==> src/rtl/write_fifo_pkg.sv <==
// Shared helpers for the write FIFO: depth derivation and pointer compares.
// Pointers are ADDR_W+1 bits wide; the extra MSB tells a full FIFO apart
// from an empty one when the low address bits coincide.
package write_fifo_pkg;

  // Number of entries for a given address width (power of two only).
  function automatic int unsigned fifo_depth(input int unsigned aw);
    return 32'd1 << aw;
  endfunction

  // Full: pointer MSBs differ while all lower address bits are equal.
  function automatic logic ptr_full(input int unsigned wr, input int unsigned rd,
                                    input int unsigned aw);
    return (wr ^ rd) == (32'd1 << aw);
  endfunction

  // Empty: both pointers identical, including the wrap bit.
  function automatic logic ptr_empty(input int unsigned wr, input int unsigned rd);
    return wr == rd;
  endfunction

endpackage

==> src/rtl/write_fifo_ram.sv <==
// Simple dual-port storage for write_fifo: synchronous write, synchronous
// read with read enable. The read register holds its value while re is low
// and clears on reset so the FIFO output starts at zero; the array itself
// is never cleared.
module write_fifo_ram
  import write_fifo_pkg::*;
#(
  parameter int DATA_W = 8,
  parameter int ADDR_W = 3
) (
  input  logic              clk,
  input  logic              rst,
  input  logic              we,
  input  logic [ADDR_W-1:0] waddr,
  input  logic [DATA_W-1:0] wdata,
  input  logic              re,
  input  logic [ADDR_W-1:0] raddr,
  output logic [DATA_W-1:0] rdata
);

  localparam int unsigned DEPTH = fifo_depth(ADDR_W);

  logic [DATA_W-1:0] mem [DEPTH];

  // Storage write port; contents survive reset.
  always_ff @(posedge clk) begin
    if (we) mem[waddr] <= wdata;
  end

  // Registered read port; holds last word when not reading.
  always_ff @(posedge clk) begin
    if (rst)     rdata <= '0;
    else if (re) rdata <= mem[raddr];
  end

endmodule

==> src/rtl/write_fifo.sv <==
// Synchronous FIFO buffering the arbitrated write stream for a single reader.
// Pointer and status control lives here; storage is in write_fifo_ram.
// All status outputs are registered and derived from the next-state pointers,
// so they track the pointers with no extra lag.
// Optional sticky overflow/underflow flags: define WRITE_FIFO_ERR_EN.
module write_fifo
  import write_fifo_pkg::*;
#(
  parameter int DATA_W    = 8,
  parameter int ADDR_W    = 3,
  parameter int AF_MARGIN = 1
) (
  input  logic              i_clk,
  input  logic              i_reset,
  input  logic              i_we,
  input  logic [DATA_W-1:0] i_wdata,
  output logic              o_full,
  output logic              o_almost_full,
  input  logic              i_re,
  output logic [DATA_W-1:0] o_rdata,
  output logic              o_rvalid,
  output logic              o_empty,
  output logic [ADDR_W:0]   o_count,
  output logic              o_overflow,
  output logic              o_underflow
);

  localparam int unsigned DEPTH = fifo_depth(ADDR_W);
  localparam int          PTR_W = ADDR_W + 1;
  localparam logic [PTR_W-1:0] AF_THRESH = PTR_W'(DEPTH - AF_MARGIN);

  logic [PTR_W-1:0] wr_ptr, rd_ptr;
  logic [PTR_W-1:0] wr_ptr_n, rd_ptr_n, count_n;
  logic             wr_acc, rd_acc;

  // Accept decisions use the registered flags: no fall-through when empty,
  // no pass-through when full. Nothing is accepted during reset.
  assign wr_acc = i_we & ~o_full  & ~i_reset;
  assign rd_acc = i_re & ~o_empty & ~i_reset;

  // Next pointers and fill level.
  always_comb begin
    wr_ptr_n = wr_ptr;
    rd_ptr_n = rd_ptr;
    if (wr_acc) wr_ptr_n = wr_ptr + 1'b1;
    if (rd_acc) rd_ptr_n = rd_ptr + 1'b1;
    count_n = wr_ptr_n - rd_ptr_n;
  end

  // Pointer and status registers.
  always_ff @(posedge i_clk) begin
    if (i_reset) begin
      wr_ptr        <= '0;
      rd_ptr        <= '0;
      o_count       <= '0;
      o_empty       <= 1'b1;
      o_full        <= 1'b0;
      o_almost_full <= 1'b0;
      o_rvalid      <= 1'b0;
    end else begin
      wr_ptr        <= wr_ptr_n;
      rd_ptr        <= rd_ptr_n;
      o_count       <= count_n;
      o_empty       <= ptr_empty(32'(wr_ptr_n), 32'(rd_ptr_n));
      o_full        <= ptr_full(32'(wr_ptr_n), 32'(rd_ptr_n), ADDR_W);
      o_almost_full <= (count_n >= AF_THRESH);
      o_rvalid      <= rd_acc;
    end
  end

  write_fifo_ram #(
    .DATA_W (DATA_W),
    .ADDR_W (ADDR_W)
  ) u_ram (
    .clk   (i_clk),
    .rst   (i_reset),
    .we    (wr_acc),
    .waddr (wr_ptr[ADDR_W-1:0]),
    .wdata (i_wdata),
    .re    (rd_acc),
    .raddr (rd_ptr[ADDR_W-1:0]),
    .rdata (o_rdata)
  );

`ifdef WRITE_FIFO_ERR_EN
  // Sticky error flags: any write attempt while full, any read while empty.
  always_ff @(posedge i_clk) begin
    if (i_reset) begin
      o_overflow  <= 1'b0;
      o_underflow <= 1'b0;
    end else begin
      if (i_we & o_full)  o_overflow  <= 1'b1;
      if (i_re & o_empty) o_underflow <= 1'b1;
    end
  end
`else
  assign o_overflow  = 1'b0;
  assign o_underflow = 1'b0;
`endif

`ifdef FORMAL
  // Structural invariants of the pointer/flag bookkeeping.
  always_ff @(posedge i_clk) begin
    if (!i_reset) begin
      assert (o_count <= PTR_W'(DEPTH));
      assert (!(o_full && o_empty));
      assert (o_count == PTR_W'(wr_ptr - rd_ptr));
    end
  end
`endif

endmodule

==> config.mk <==
export PLATFORM = sky130hd
export DESIGN_NAME = write_fifo
export DESIGN_NICKNAME = d
export VERILOG_FILES = /design/src/rtl/write_fifo_pkg.sv /design/src/rtl/write_fifo_ram.sv /design/src/rtl/write_fifo.sv
export SDC_FILE = /design/constraint.sdc
export NUM_CORES = 1
export LEC_CHECK = 0
export CAP_MARGIN = 20
export CORE_UTILIZATION = 61
export DETAILED_ROUTE_END_ITERATION = 10
export PLACE_DENSITY = 0.88
export SLEW_MARGIN = 10
export SYNTH_ARGS = -nofsm -noshare
export SYNTH_HDL_FRONTEND = slang
export SYNTH_SLANG_ARGS = --single-unit
export TNS_END_PERCENT = 30
==> constraint.sdc <==
create_clock -name i_clk -period 7.7 [get_ports i_clk]
set_input_delay 2.31 -clock i_clk [delete_from_list [all_inputs] [get_ports i_clk]]
set_output_delay 2.31 -clock i_clk [all_outputs]
set_load 0.02 [all_outputs]
---- After elaboration in Yosys (flattened, before gate mapping) ----
Memories as Yosys holds them, arrays and structs flattened. A register that Yosys moved wholly into a read port is not among the register bits.
Index checks and enable logic that the tools add are counted.
storage, ports and cells
  memory bits (read-only) ................. 0
  latch bits .............................. 0
  logic and storage cells ................. 26
  memory bits (writable) .................. 64
  memories ................................ 1
  output and inout port bits .............. 18
  flip-flop bits (word level) ............. 16
operators by class
  bitwise operators ....................... 8
  multipliers ............................. 0
  add/sub/neg operators ................... 3
  magnitude comparators ................... 1
  reduce and logical (&&, ||, !) cells .... 0
  equal/unequal tests ..................... 2
  shift operators ......................... 0
  multiplexer cells ....................... 4
  divide/modulo/power cells ............... 0
memory list
  name       depth  width  read ports  clocked after Yosys merged registers in  wr ports  line                  RTL
  u_ram.mem  8      8      1           1                                        1         write_fifo_ram.sv:23  logic [DATA_W-1:0] mem [DEPTH];
operators with widths
  cell                 count
  $add 4x1->4 const B  2
  $mux 4               2
  $and 1x1->1          4
  $eq 4x4->1           1
  $eq 4x4->1 const B   1
  $ge 4x3->1 const B   1
  $sub 4x4->4          1
  $xor 4x4->4          1
  $not 1->1            3
  $mux 1               2

---- Logic depth before layout (Yosys ltp) ----
Gate-level depths: netlist of the first run.
  word-level depth ........................ 6
  gate-level depth with buffers ........... 10
  mapped depth without buffers ............ 8

---- Cells and area by module ----
A second synthesis of the first run with hierarchy kept.
second synthesis, totals
  cells, all modules ...................... 228
  area total of the unflattened synthesis .. 3529.6 sq um
by module, submodules not included
  module          area an instance (sq um)  seq. area each (sq um)  instances  cells an instance
  write_fifo_ram  2812.7                    2082.0                  1          162
  write_fifo      716.9                     320.3                   1          66

---- Worst setup path before layout of the first run ----
No wires, ideal clock.
  path kind ............................... in2reg
  from .................................... input i_reset
  to ...................................... register o_almost_full
  path buffers ............................ 2
  stages on the path ...................... 10
  arrival time ............................ 4.041 ns
  setup slack ............................. 3.529 ns
  path through ............................ buf_6 -> nor3b_4 -> buf_4 -> xor2_1 -> ha_1 -> inv_1 -> maj3_2 -> maj3_2 -> xnor2_1 -> o22ai_1
on the way
  word-level cells in the longest chain between the ends .. 5
ends and longest elaborated chain
  element                line              RTL
  from (decl)            write_fifo.sv:14  input logic i_reset,
  $not 1->1              write_fifo.sv:39  assign rd_acc = i_re & ~o_empty & ~i_reset;
  $and 1x1->1            write_fifo.sv:39
  $mux 4                 write_fifo.sv:46  if (rd_acc) rd_ptr_n = rd_ptr + 1'b1;
  named net rd_ptr_n[0]  write_fifo.sv:33  logic [PTR_W-1:0] wr_ptr_n, rd_ptr_n, count_n;
  $sub 4x4->4            write_fifo.sv:47  count_n = wr_ptr_n - rd_ptr_n;
  $ge 4x3->1             write_fifo.sv:66  o_almost_full <= (count_n >= AF_THRESH);
  to (signal assigned)   write_fifo.sv:66
  to (decl)              write_fifo.sv:18  output logic o_almost_full,
The timed path passes the listed nets, and every way through them passes these cells.
A chain may end at the register's enable or synchronous reset.

---- Final worst setup path of the first run ----
Ends and elaborated chain as after synthesis.

==> metrics.sh, run 1 <==
STATUS='finished clean'
FINALSETUPVIOLCOUNT=0
REPORT.FINAL.HOLD_VIOL_COUNT=0
CLOCK_TREE_FROM_TRITONCTS='done'
PORT_BUFFERS=27
DETAIL_ROUTE.WIRELENGTH_MM=5.837
LAYOUT-DRIVE-GT1-SHARE_PCT=16.02
PLACED_AREA_MM2=0.003732
CPMAXSTAGEDELAYCELL='clkdlybuf4s50_1'
TIGHTEST_HOLD_CHECK_TYPE='reg2reg'
NETLIST.TOP_CELL.BY_AREA='edfxtp_1'
WORSTSKEWPAIRLATENCY_NS=0.34
CRIT_CELLS=9
CPLARGESTDELAYFAMILY='buffers and inverters'
GRTUSAGETOTAL_PCT=21.93
PLACEMENT_SETUP_SLACK_NS=2.096
TOP_LEVEL_PORTS=30
WORST_SETUP_PATH_START_KIND='primary input'
FINAL_CELL_MIX='64 x edfxtp_1, 27 x clkdlybuf4s50_1, 24 x dfxtp_1, 22 x nor2_1, 16 x mux4_2'
SETUP_TOTAL_NEGATIVE_SLACK_NS=0
ROUTE.ANTENNA.REMAINING_NETS=0
HOLDWS_NS=0.5023
POWER.SHARE.SEQUENTIAL_PCT=61.6
WORSTREG2REGSTART='rd_ptr[0]$_SDFF_PP0_'
HTREE_NUM_LEVELS=3
SYN_AVG_CELL_AREA_UM2=17.34
INTERNAL-POWER_uW=664.0
SEQUENTIAL_AREA_SHARE_AFTER_SYNTHESIS_PCT=70.33
INITIALDRTVIOLATIONCOUNT=101
DPL.HPWL_MM=3.754
FF2FF_PATH_DEPTH=8
AREA_GROWTH_PCT=13.74
FIRSTDRTPASSITERS=4
HORIZONTAL_DIE_DIMENSION_UM=76.83
CLOCK_TRANSITION_AT_THE_REGISTERS_OF_THE_REPORTED_PATHS_NS=0.08
POWER.SWITCHING_FRACTION_PCT=21.98
CTS.HOLD.BUFFERS_ADDED=0
WORSTPATHREQUIRED_NS=7.90
PATH_CLASS='in2reg'
NUM_ROWS=26
SLEW-LIMIT-HEADROOM_PCT=33.43
FINAL_CELL_AREA_MM2=0.003885
REG2REG_SLACK_NS=4.96
SYNTH-WARNING-COUNT=0
FILLERINSTANCES=326
COUNT_OF_DIFFERENT_CELL_MASTERS_AFTER_SYNTHESIS=29
YOSYS_MOST_USED_DFF='edfxtp_1'
GP_WEIGHTED_CONGESTION=0.7252
SKEW_NS=0.006537
FIN_CRIT_NS=5.292
NUMBER_OF_ENABLE_FLIP_FLOP_CELLS_AFTER_SYNTHESIS=64
MAXCAPVIOLCOUNT=0
NET-SWITCHING-POWER_uW=187.0
PATH_CELLS='clkdlybuf4s50_1, nor3b_4, xor2_1, ha_1, inv_1, maj3_2, maj3_2, xnor2_1, o22ai_1'
MAXSLEWVIOLCOUNT=0
CORE_AREA_MM2=0.005238
CTSRESIZECOUNT=0
WORST_SETUP_PATH_END_KIND='flop'
MAX_STAGE_DELAY_NS=0.91
VIA_PER_INST=5.834
MOSTFREQUENTLAYOUTCELL='edfxtp_1'
GRT_SETUP_UNREPAIRED='false'
CP_MAX_FO=26
CP_DATA_ARRIVAL_TIME_NS=5.49
FIN_CRIT_SH_PCT=68.73
YOSYS-TOP-CELLS-AREA='edfxtp_1 56%, dfxtp_1 14%, mux4_2 11%, mux2i_1 2.6%, nor2_1 2.4%'
DIE_H_UM=76.83
P_LEAK_nW=1.222
TRANSITION_TIME_AT_THE_PIN_WITH_THE_LEAST_SLEW_MARGIN_NS=0.9955
CTS_MAX_PATH_BUFFERS=2
SYNTH_TOP_AREA_SHARE_PCT=56.26
TIMING.CRITICAL_PATH.FROM='i_reset'
POST-ROUTE-WORST-SETUP-SLACK_NS=2.408
INITIAL_CORE_UTIL_PCT=65.22
GLOBALROUTEOVERFLOWTOTAL=0
POWER.COMBINATIONAL.FRACTION_PCT=8.3
NETLIST_AREA_MM2=0.003416
CLOCK_SINKS=88
CTS_POST_SETUP_BUFFERS_INSERTED=0
GRT_START_MAX_NET_PINS=27
FINISH.NET_COUNT=243
POWER.SHARE.CLOCK_PCT=30.2
GRT_ANTENNA_BEFORE_REPAIR=0
NUM_VIAS=1756
WL_PER_CELL_UM=19.39
CTS_ROOT_BUFFER='clkbuf_8'
DIE_AREA_MM2=0.005903
CRITPATHCAPTURE='o_almost_full$_SDFF_PP0_'
POSTSYNTHREGISTERBITS=88
VDD.IR_DROP.WORST_uV=140.4
NUM_ANTENNA_CELLS=0
CRITICAL-PATH-TOP-CELL-BY-COUNT='maj3_2'
REMAINING_DRCS=0
ASYNC_SR_FLOP_FRACTION_PCT=0
GRT_PASS1_VIAS=1670
NETLIST_INSTANCES=197
MAXCLOCKFREQUENCY_GHz=0.1890
CTS_INSERTED_BUFFERS=9
PWR_DENSITY_mW_PER_MM2=219.1
REGTOREGENDPOINT='o_almost_full$_SDFF_PP0_'
CRIT_BUF_INV=2
GLOBAL_ROUTE_WIRE_LENGTH_BEFORE_REPAIR_MM=8.976
layer usage:
metal	global-route usage [%]	vias up	share of wire, %
met5	0	-	0
met4	11.54	0	1.6
met3	4.762	8	5.4
met2	35.54	65	50
met1	27.86	878	43
li1	-	805	-
stage by stage:
step	utilization (%)	std cells	total power, mW
final	74.18	301	0.8510
after global routing	74.18	301	0.8791
after CTS	74.18	301	0.8571
after detailed placement	71.26	286	0.6051
after global placement	71.26	286	0.6025
after floorplan	-	198	0.5769
power by group through the flow:
stage | Clock, mW | Combinational (mW) | Sequential (mW)
6_report | 0.257 | 0.0704 | 0.524
5_1_grt | 0.278 | 0.0755 | 0.525
4_1_cts | 0.262 | 0.0706 | 0.524
3_5_place_dp | 0 | 0.0701 | 0.535
3_3_place_gp | 0 | 0.0682 | 0.534
2_1_floorplan | 0 | 0.0370 | 0.540
area by class of cell:
type,count,area [µm²],share of cell area [%]
clock buffer,10,127.6,3.285
tap,70,87.58,2.254
clock inverter,5,25.02,0.6441
sequential,88,2402,61.84
timing repair buffer,30,292.8,7.536
multi-input combinational,97,945.9,24.35
inverter,1,3.754,0.09662
tightest hold or removal path: cells and delay by family, from the launching register on:
| family | cells | cell delay [ns] |
|---|---|---|
| DFF | 1 | 0.31 |
| and+or+nand+nor | 1 | 0.09 |
| AOI/OAI and AO/OA | 1 | 0.05 |
sequential cells by signal, indices dropped and copies added, names as in the netlist:
register / cells
o_empty: 1
u_ram.rdata: 8
wr_ptr: 4
u_ram.mem: 64
o_almost_full: 1
rd_ptr: 4
o_rvalid: 1
o_count: 4
o_full: 1
synth_stat cells (2+ instances only):
cell and count:
ha_1 4, buf_2 3, nor3_1 3, edfxtp_1 64, clkbuf_1 5, nand2_1 3, mux4_2 16, nor3b_4 2
nor2b_1 4, a211oi_1 8, xor2_1 6, buf_4 3, dfxtp_1 24, nand2b_1 4, mux2i_1 9, maj3_2 2
xnor2_1 4, nor2_1 22
logic make-up (layout without fill, tap and decap cells):
kind of cell               after synthesis  after routing  share of synthesized area, %
other                                    1              2                        0.1098
muxes                                   26             26                         13.52
adders and majority gates                6              6                         2.125
xor gates and xnor gates                11             11                         3.040
AOI/OAI and AO/OA                       11             11                         2.381
and+or+nand+nor                         41             41                         6.410
buffers and inverters                   13             46                         2.088
DFF                                     88             88                         70.33
worst min-delay path by stage:
| stage | from | end | slack (ns) | depth (start not counted) |
|---|---|---|---|---|
| final | u_ram.rdata[2]$_SDFFE_PP0N_ | u_ram.rdata[2]$_SDFFE_PP0N_ | 0.50 | 2 |
| after global routing | u_ram.rdata[1]$_SDFFE_PP0N_ | u_ram.rdata[1]$_SDFFE_PP0N_ | 0.53 | 2 |
| after CTS | u_ram.rdata[6]$_SDFFE_PP0N_ | u_ram.rdata[6]$_SDFFE_PP0N_ | 0.51 | 2 |
| after detailed placement | u_ram.rdata[6]$_SDFFE_PP0N_ | u_ram.rdata[6]$_SDFFE_PP0N_ | 0.50 | 2 |
| after global placement | u_ram.rdata[7]$_SDFFE_PP0N_ | u_ram.rdata[7]$_SDFFE_PP0N_ | 0.49 | 2 |
| after floorplan | rd_ptr[3]$_SDFF_PP0_ | rd_ptr[3]$_SDFF_PP0_ | 0.51 | 2 |
Note: power is estimated with default switching activity, not from simulation.
==> run 2: changes to the inputs <==
- CORE_UTILIZATION: 61 -> 56
- PLACE_DENSITY: 0.88 -> 0.82
- clock period: 7.7 -> 5.2 ns (I/O delays scaled with it)
==> metrics.sh, run 2 (same netlist as run 1, synthesis figures left out) <==
STATUS='finished clean'
INITIALDRTVIOLATIONCOUNT=143  # +42%
POWER.SHARE.CLOCK_PCT=36.8  # +6.6 points
PLACE.DETAILED.INSTANCES=294  # +2.8%
CTS_ROOT_BUFFER='clkbuf_8'
INITIAL_CORE_UTIL_PCT=58.04  # -7.2 points
REG2REG_SLACK_NS=2.60  # -2.36 ns
CPMAXSTAGEDELAYCELL='clkdlybuf4s50_1'
WORST_HOLD_PATH.NUM_CELLS=2  # unchanged
LAYOUT_TOP_REGISTERS='u_ram.mem: 64 flops, u_ram.rdata: 8 flops'
POWER.COMBINATIONAL.FRACTION_PCT=7.6  # -0.7 points
FIN_CRIT_SH_PCT=72.75
INTERNAL-POWER_mW=1.093  # +65%
MAX_STAGE_DELAY_NS=0.62  # -0.29 ns
TIGHTEST_HOLD_CHECK_TYPE='reg2reg'
CRITICAL-PATH-TOP-CELL-BY-COUNT='maj3_2'
CRIT_BUF_INV=3  # +1
WORST_SETUP_PATH_END_KIND='flop'
CP_MAX_FO=21  # -19%
POWER_mW=1.391  # +63%
GP_WEIGHTED_CONGESTION=0.8225  # +13%
FINAL_CELL_MIX='64 x edfxtp_1, 27 x clkdlybuf4s50_1, 24 x dfxtp_1, 22 x nor2_1, 16 x mux4_2'
TRANSITION_TIME_AT_THE_PIN_WITH_THE_LEAST_SLEW_MARGIN_NS=0.9208  # -0.07468 ns
FIN_CRIT_NS=3.783
CTS.HOLD.BUFFERS_ADDED=0  # unchanged
FINALSETUPVIOLCOUNT=0  # unchanged
NET-SWITCHING-POWER_uW=298.0  # +59%
HORIZONTAL_DIE_DIMENSION_UM=80.10  # +4.3%
GLOBAL_ROUTE_WIRE_LENGTH_BEFORE_REPAIR_MM=9.177  # +2.2%
GLOBALROUTEOVERFLOWTOTAL=0  # unchanged
CTSRESIZECOUNT=0  # unchanged
REMAINING_DRCS=0  # unchanged
GRT_ANTENNA_BEFORE_REPAIR=0  # unchanged
MAXSLEWVIOLCOUNT=0  # unchanged
DETAIL_ROUTE.WIRELENGTH_MM=5.697  # -2.4%
PORT_BUFFERS=27  # unchanged
AREA_GROWTH_PCT=16.56
HTREE_NUM_LEVELS=3  # unchanged
GRTUSAGETOTAL_PCT=20.47  # -1.5 points
MAXCAPVIOLCOUNT=0  # unchanged
MAX_FLOP_REGISTER='u_ram.mem'
CP_DATA_ARRIVAL_TIME_NS=4.00  # -1.49 ns
NUM_VIAS=1735  # -1.2%
POWER.SHARE.SEQUENTIAL_PCT=55.6  # -6.0 points
FINISH.NET_COUNT=246  # +1.2%
LAYOUT-DRIVE-GT1-SHARE_PCT=17.87  # +1.9 points
GRT_SETUP_UNREPAIRED='false'
PATH_CLASS='in2reg'
GRT_START_MAX_NET_PINS=22  # -19%
POWER.SWITCHING_FRACTION_PCT=21.43  # -0.54 points
VDD.IR_DROP.WORST_uV=244.2  # +74%
DIE_H_UM=80.10  # +4.3%
LARGEST_REGISTER_FF_COUNT=64  # unchanged
HOLDWS_NS=0.5051  # +0.002833 ns
HOLD_PATH_STARTPOINT='u_ram.rdata[5]$_SDFFE_PP0N_'
FIRSTDRTPASSITERS=4  # unchanged
P_LEAK_nW=1.274  # +4.3%
CORE_AREA_MM2=0.005886  # +12%
SETUP_TOTAL_NEGATIVE_SLACK_NS=0  # unchanged
POST_LAYOUT_CELL_COUNT=310  # +3.0%
MAXCLOCKFREQUENCY_GHz=0.2643
CTS_INSERTED_BUFFERS=9  # unchanged
WORST_SETUP_PATH_START_KIND='primary input'
PWR_DENSITY_mW_PER_MM2=349.3  # +59%
NUM_ANTENNA_CELLS=0  # unchanged
SLEW-LIMIT-HEADROOM_PCT=38.39  # +5.0 points
WORSTSKEWPAIRLATENCY_NS=0.34  # about the same
CLOCK_SINKS=88  # unchanged
GRT_PASS1_VIAS=1706  # +2.2%
VIA_PER_INST=5.597  # -4.1%
TOP_LEVEL_PORTS=30  # unchanged
HOLDPATHEND='u_ram.rdata[5]$_SDFFE_PP0N_'
WL_PER_CELL_UM=18.38  # -5.2%
NUM_ROWS=28  # +7.7%
WORSTREG2REGSTART='rd_ptr[1]$_SDFF_PP0_'
PATH_CELLS='clkdlybuf4s50_1, nor3b_4, buf_4, xor2_1, ha_1, inv_1, maj3_2, maj3_2, xnor2_1, o22ai_1'
MOSTFREQUENTLAYOUTCELL='edfxtp_1'
CTS_MAX_PATH_BUFFERS=2  # unchanged
WORSTPATHREQUIRED_NS=5.42  # -2.48 ns
DPL.HPWL_MM=3.650  # -2.8%
REPORT.FINAL.HOLD_VIOL_COUNT=0  # unchanged
CTS_POST_SETUP_BUFFERS_INSERTED=0  # unchanged
CPLARGESTDELAYFAMILY='buffers and inverters'
CLOCK_TRANSITION_AT_THE_REGISTERS_OF_THE_REPORTED_PATHS_NS=0.09  # about the same
DIE_AREA_MM2=0.006416  # +8.7%
REGTOREGENDPOINT='o_almost_full$_SDFF_PP0_'
CLOCK_TREE_FROM_TRITONCTS='done'
ROUTE.ANTENNA.REMAINING_NETS=0  # unchanged
FF2FF_PATH_DEPTH=7  # -1
SKEW_NS=0.009386  # +0.002849 ns
## run 2: worst min-delay path, delay by kind of cell, from the launching register on
family             cells  cell delay [ns]
DFF                    1             0.32
AOI/OAI and AO/OA      1             0.05
and+or+nand+nor        1             0.10
## run 2: area by class of cell
type | count | area, µm²
Sequential cell | 88 | 2402
Fill cell | 392 | 1904
Multi-Input combinational cell | 97 | 945.9
Timing Repair Buffer | 33 | 315.3
Clock buffer | 10 | 127.6
Tap cell | 75 | 93.84
Clock inverter | 6 | 92.59
Inverter | 1 | 3.754
## run 2: worst max-delay path by stage
stage | slack, ns | cells after the start | to | start
floorplan | 1.78 | 10 | o_almost_full$_SDFF_PP0_ | i_reset
global placement | 1.08 | 10 | o_almost_full$_SDFF_PP0_ | i_reset
detailed placement | 1.04 | 10 | o_almost_full$_SDFF_PP0_ | i_reset
CTS | 1.42 | 10 | o_almost_full$_SDFF_PP0_ | i_reset
global route | 1.28 | 9 | o_almost_full$_SDFF_PP0_ | i_reset
finish | 1.42 | 10 | o_almost_full$_SDFF_PP0_ | i_reset
## run 2: power by group through the flow
stage	combinational [mW]	clock (mW)	sequential (mW)
2_1_floorplan	0.0548	0	0.800
3_3_place_gp	0.104	0	0.789
3_5_place_dp	0.107	0	0.789
4_1_cts	0.107	0.520	0.773
5_1_grt	0.116	0.553	0.775
6_report	0.106	0.512	0.773
## run 2: through the flow
step	utilization (%)	instance area, µm²	setup WS (ns)
after floorplan	-	3420	1.779
after CTS	67.64	3981	1.420
after detailed placement	63.90	3761	1.039
after global routing	67.64	3981	1.282
final	67.64	3981	1.417
after global placement	63.90	3761	1.085
## run 2: metal layers
layer / vias up / wire, µm / GRT usage, %
met4: 0 / 82 / 8.929
met1: 867 / 2459 / 27.04
met3: 8 / 208 / 3.977
met2: 43 / 2946 / 33.16
met5: - / 0 / 0
li1: 817 / - / -
==> run 3: changes to the inputs <==
- CORE_UTILIZATION: 56 -> 51
- PLACE_DENSITY: 0.82 -> 0.79
- clock period: 5.2 -> 3.1 ns (I/O delays scaled with it)
==> metrics.sh, run 3 (same netlist as run 1, synthesis figures left out) <==
TIMING.CRITICAL_PATH.FROM='i_reset'
POST-ROUTE-WORST-SETUP-SLACK_NS=0.2290  # -1.188 ns
SLEW-LIMIT-HEADROOM_PCT=58.18  # +20 points
FIN_CRIT_SH_PCT=92.61
MOSTFREQUENTLAYOUTCELL='edfxtp_1'
LARGEST_REGISTER_FF_COUNT=64  # unchanged
MAXCAPVIOLCOUNT=0  # unchanged
REG2REG_SLACK_NS=0.99  # -1.61 ns
FIRSTDRTPASSITERS=8  # +4
HTREE_NUM_LEVELS=3  # unchanged
MAXSLEWVIOLCOUNT=0  # unchanged
CP_DATA_ARRIVAL_TIME_NS=3.11  # -0.89 ns
GLOBALROUTEOVERFLOWTOTAL=0  # unchanged
REGTOREGENDPOINT='o_almost_full$_SDFF_PP0_'
STATUS='finished with violations'
FINALSETUPVIOLCOUNT=0  # unchanged
GRT_SETUP_UNREPAIRED='false'
PATH_CELLS='clkdlybuf4s50_1, nor3b_4, mux2_2, maj3_2, maj3_2, xnor2_1, o22ai_1'
MAX_FLOP_REGISTER='u_ram.mem'
WL_PER_CELL_UM=17.02  # -7.4%
PWR_DENSITY_mW_PER_MM2=556.7  # +59%
CLOCK_TRANSITION_AT_THE_REGISTERS_OF_THE_REPORTED_PATHS_NS=0.09  # about the same
GLOBAL_ROUTE_WIRE_LENGTH_BEFORE_REPAIR_MM=8.776  # -4.4%
SKEW_NS=0.008296  # -0.001090 ns
DETAIL_ROUTE.WIRELENGTH_MM=5.547  # -2.6%
LAYOUT_TOP_REGISTERS='u_ram.mem: 64 flops, u_ram.rdata: 8 flops'
CLOCK_SINKS=88  # unchanged
WORST_SETUP_PATH_START_KIND='primary input'
LAYOUT-DRIVE-GT1-SHARE_PCT=22.89  # +5.0 points
HOLDPATHEND='u_ram.rdata[5]$_SDFFE_PP0N_'
VDD.IR_DROP.WORST_uV=291.6  # +19%
PATH_CLASS='in2reg'
TRANSITION_TIME_AT_THE_PIN_WITH_THE_LEAST_SLEW_MARGIN_NS=0.6264  # -0.2944 ns
FINISH.NET_COUNT=260  # +5.7%
HORIZONTAL_DIE_DIMENSION_UM=83.84  # +4.7%
WORSTPATHREQUIRED_NS=3.34  # -2.08 ns
TIGHTEST_HOLD_CHECK_TYPE='reg2reg'
NUM_VIAS=1784  # +2.8%
DIE_H_UM=83.84  # +4.7%
FIN_CRIT_NS=2.871
NUM_ANTENNA_CELLS=0  # unchanged
GP_WEIGHTED_CONGESTION=0.7375  # -10%
P_LEAK_nW=1.339  # +5.1%
HOLDWS_NS=0.4993  # -0.005839 ns
NUM_ROWS=29  # +3.6%
PORT_BUFFERS=27  # unchanged
FINAL_CELL_MIX='64 x edfxtp_1, 27 x clkdlybuf4s50_1, 24 x dfxtp_1, 22 x nor2_1, 20 x buf_4'
INITIAL_CORE_UTIL_PCT=53.19  # -4.9 points
WORSTSKEWPAIRLATENCY_NS=0.35  # about the same
REMAINING_DRCS=10  # +10
MAX_STAGE_DELAY_NS=0.54  # -0.08 ns
HOLD_PATH_STARTPOINT='u_ram.rdata[5]$_SDFFE_PP0N_'
FILLERINSTANCES=470  # +20%
VIA_PER_INST=5.472  # -2.2%
GRT_PASS1_VIAS=1744  # +2.2%
FF2FF_PATH_DEPTH=8  # +1
GRT_ANTENNA_BEFORE_REPAIR=0  # unchanged
CTS_POST_SETUP_BUFFERS_INSERTED=0  # unchanged
DIE_AREA_MM2=0.007029  # +9.6%
CTS.HOLD.BUFFERS_ADDED=0  # unchanged
GRT_START_MAX_NET_PINS=22  # unchanged
ROUTE.ANTENNA.REMAINING_NETS=0  # unchanged
CRITICAL-PATH-TOP-CELL-BY-COUNT='maj3_2'
VIOLATIONS='design-rule violations'
GRTUSAGETOTAL_PCT=17.33  # -3.1 points
CORE_AREA_MM2=0.006422  # +9.1%
INITIALDRTVIOLATIONCOUNT=141  # -1.4%
DPL.HPWL_MM=3.589  # -1.7%
AREA_USED_BY_MULTI_INPUT_COMBINATIONAL_LOGIC_UM2=945.9  # unchanged
REGAREA_MM2=0.002402  # unchanged
WORSTREG2REGSTART='rd_ptr[1]$_SDFF_PP0_'
CLOCK_TREE_FROM_TRITONCTS='done'
CPMAXSTAGEDELAYCELL='clkdlybuf4s50_1'
PLACEMENT_SETUP_SLACK_NS=-0.1144  # -1.154 ns
CTS_ROOT_BUFFER='clkbuf_8'
WORST_HOLD_PATH.NUM_CELLS=2  # unchanged
CTS_MAX_PATH_BUFFERS=2  # unchanged
TOP_LEVEL_PORTS=30  # unchanged
CP_MAX_FO=4  # -81%
MAXCLOCKFREQUENCY_GHz=0.3483
CTSRESIZECOUNT=0  # unchanged
WORST_SETUP_PATH_END_KIND='flop'
CTS_INSERTED_BUFFERS=9  # unchanged
REPORT.FINAL.HOLD_VIOL_COUNT=0  # unchanged
AREA_GROWTH_PCT=19.16
==> run 3: cell count changes in the layout (fill, tap and decap cells not counted), sizes merged <==
| cell | change |
|---|---|
| buf | +14 |
| bufinv | -1 |
| clkbuf | -1 |
| inv | +2 |
==> run 3: through the flow <==
stage / total power, mW / util, % / area, µm² / TNS (ns) / std cells
after floorplan: 1.433 / - / 3420 / 0 / 198
after global placement: 1.508 / 60.24 / 3869 / -0.09408 / 310
after detailed placement: 1.511 / 60.24 / 3869 / -0.2039 / 310
after CTS: 2.291 / 63.37 / 4070 / 0 / 326
after global routing: 2.358 / 63.37 / 4070 / 0 / 326
final: 2.266 / 63.37 / 4070 / 0 / 326
==> run 3: worst max path at each step <==
| stage | endpoint | slack [ns] | depth (start not counted) |
|---|---|---|---|
| after global routing | o_almost_full$_SDFF_PP0_ | 0.09 | 9 |
| after floorplan | o_almost_full$_SDFF_PP0_ | 0.31 | 10 |
| after global placement | o_almost_full$_SDFF_PP0_ | -0.07 | 7 |
| final | o_almost_full$_SDFF_PP0_ | 0.23 | 7 |
| after CTS | o_almost_full$_SDFF_PP0_ | 0.26 | 7 |
| after detailed placement | o_almost_full$_SDFF_PP0_ | -0.11 | 7 |
==> run 3: routing by layer <==
layer  global-route usage, %  part of all wire, %  vias to the layer above
met5                       0                    0                        -
met4                   7.837                  1.0                        0
met3                   4.253                  6.1                        5
met2                   28.17                   50                       68
met1                   22.16                   43                      872
li1                        -                    -                      839
==> run 3: worst max-delay path, delay by kind of cell <==
kind,cells,cell delay (ns)
xor gates and xnor gates,1,0.20
adders and majority gates,2,0.63
muxes,1,0.41
buffers and inverters,1,0.54
AOI/OAI and AO/OA,1,0.10
and+or+nand+nor,1,0.29
==> run 3: area by class of cell <==
type	instances	share of cell area (%)
Sequential cell	88	59.02
Multi-Input combinational cell	97	23.24
Timing Repair Buffer	47	10.33
Clock buffer	9	3.043
Tap cell	77	2.367
Clock inverter	7	1.906
Inverter	1	0.09222
==> run 3: where the power goes <==
group,leakage [nW],internal [mW],switching (mW)
registers,0.773,1.29,0.0115
logic,0.464,0.0939,0.0921
clock network,0.102,0.381,0.402
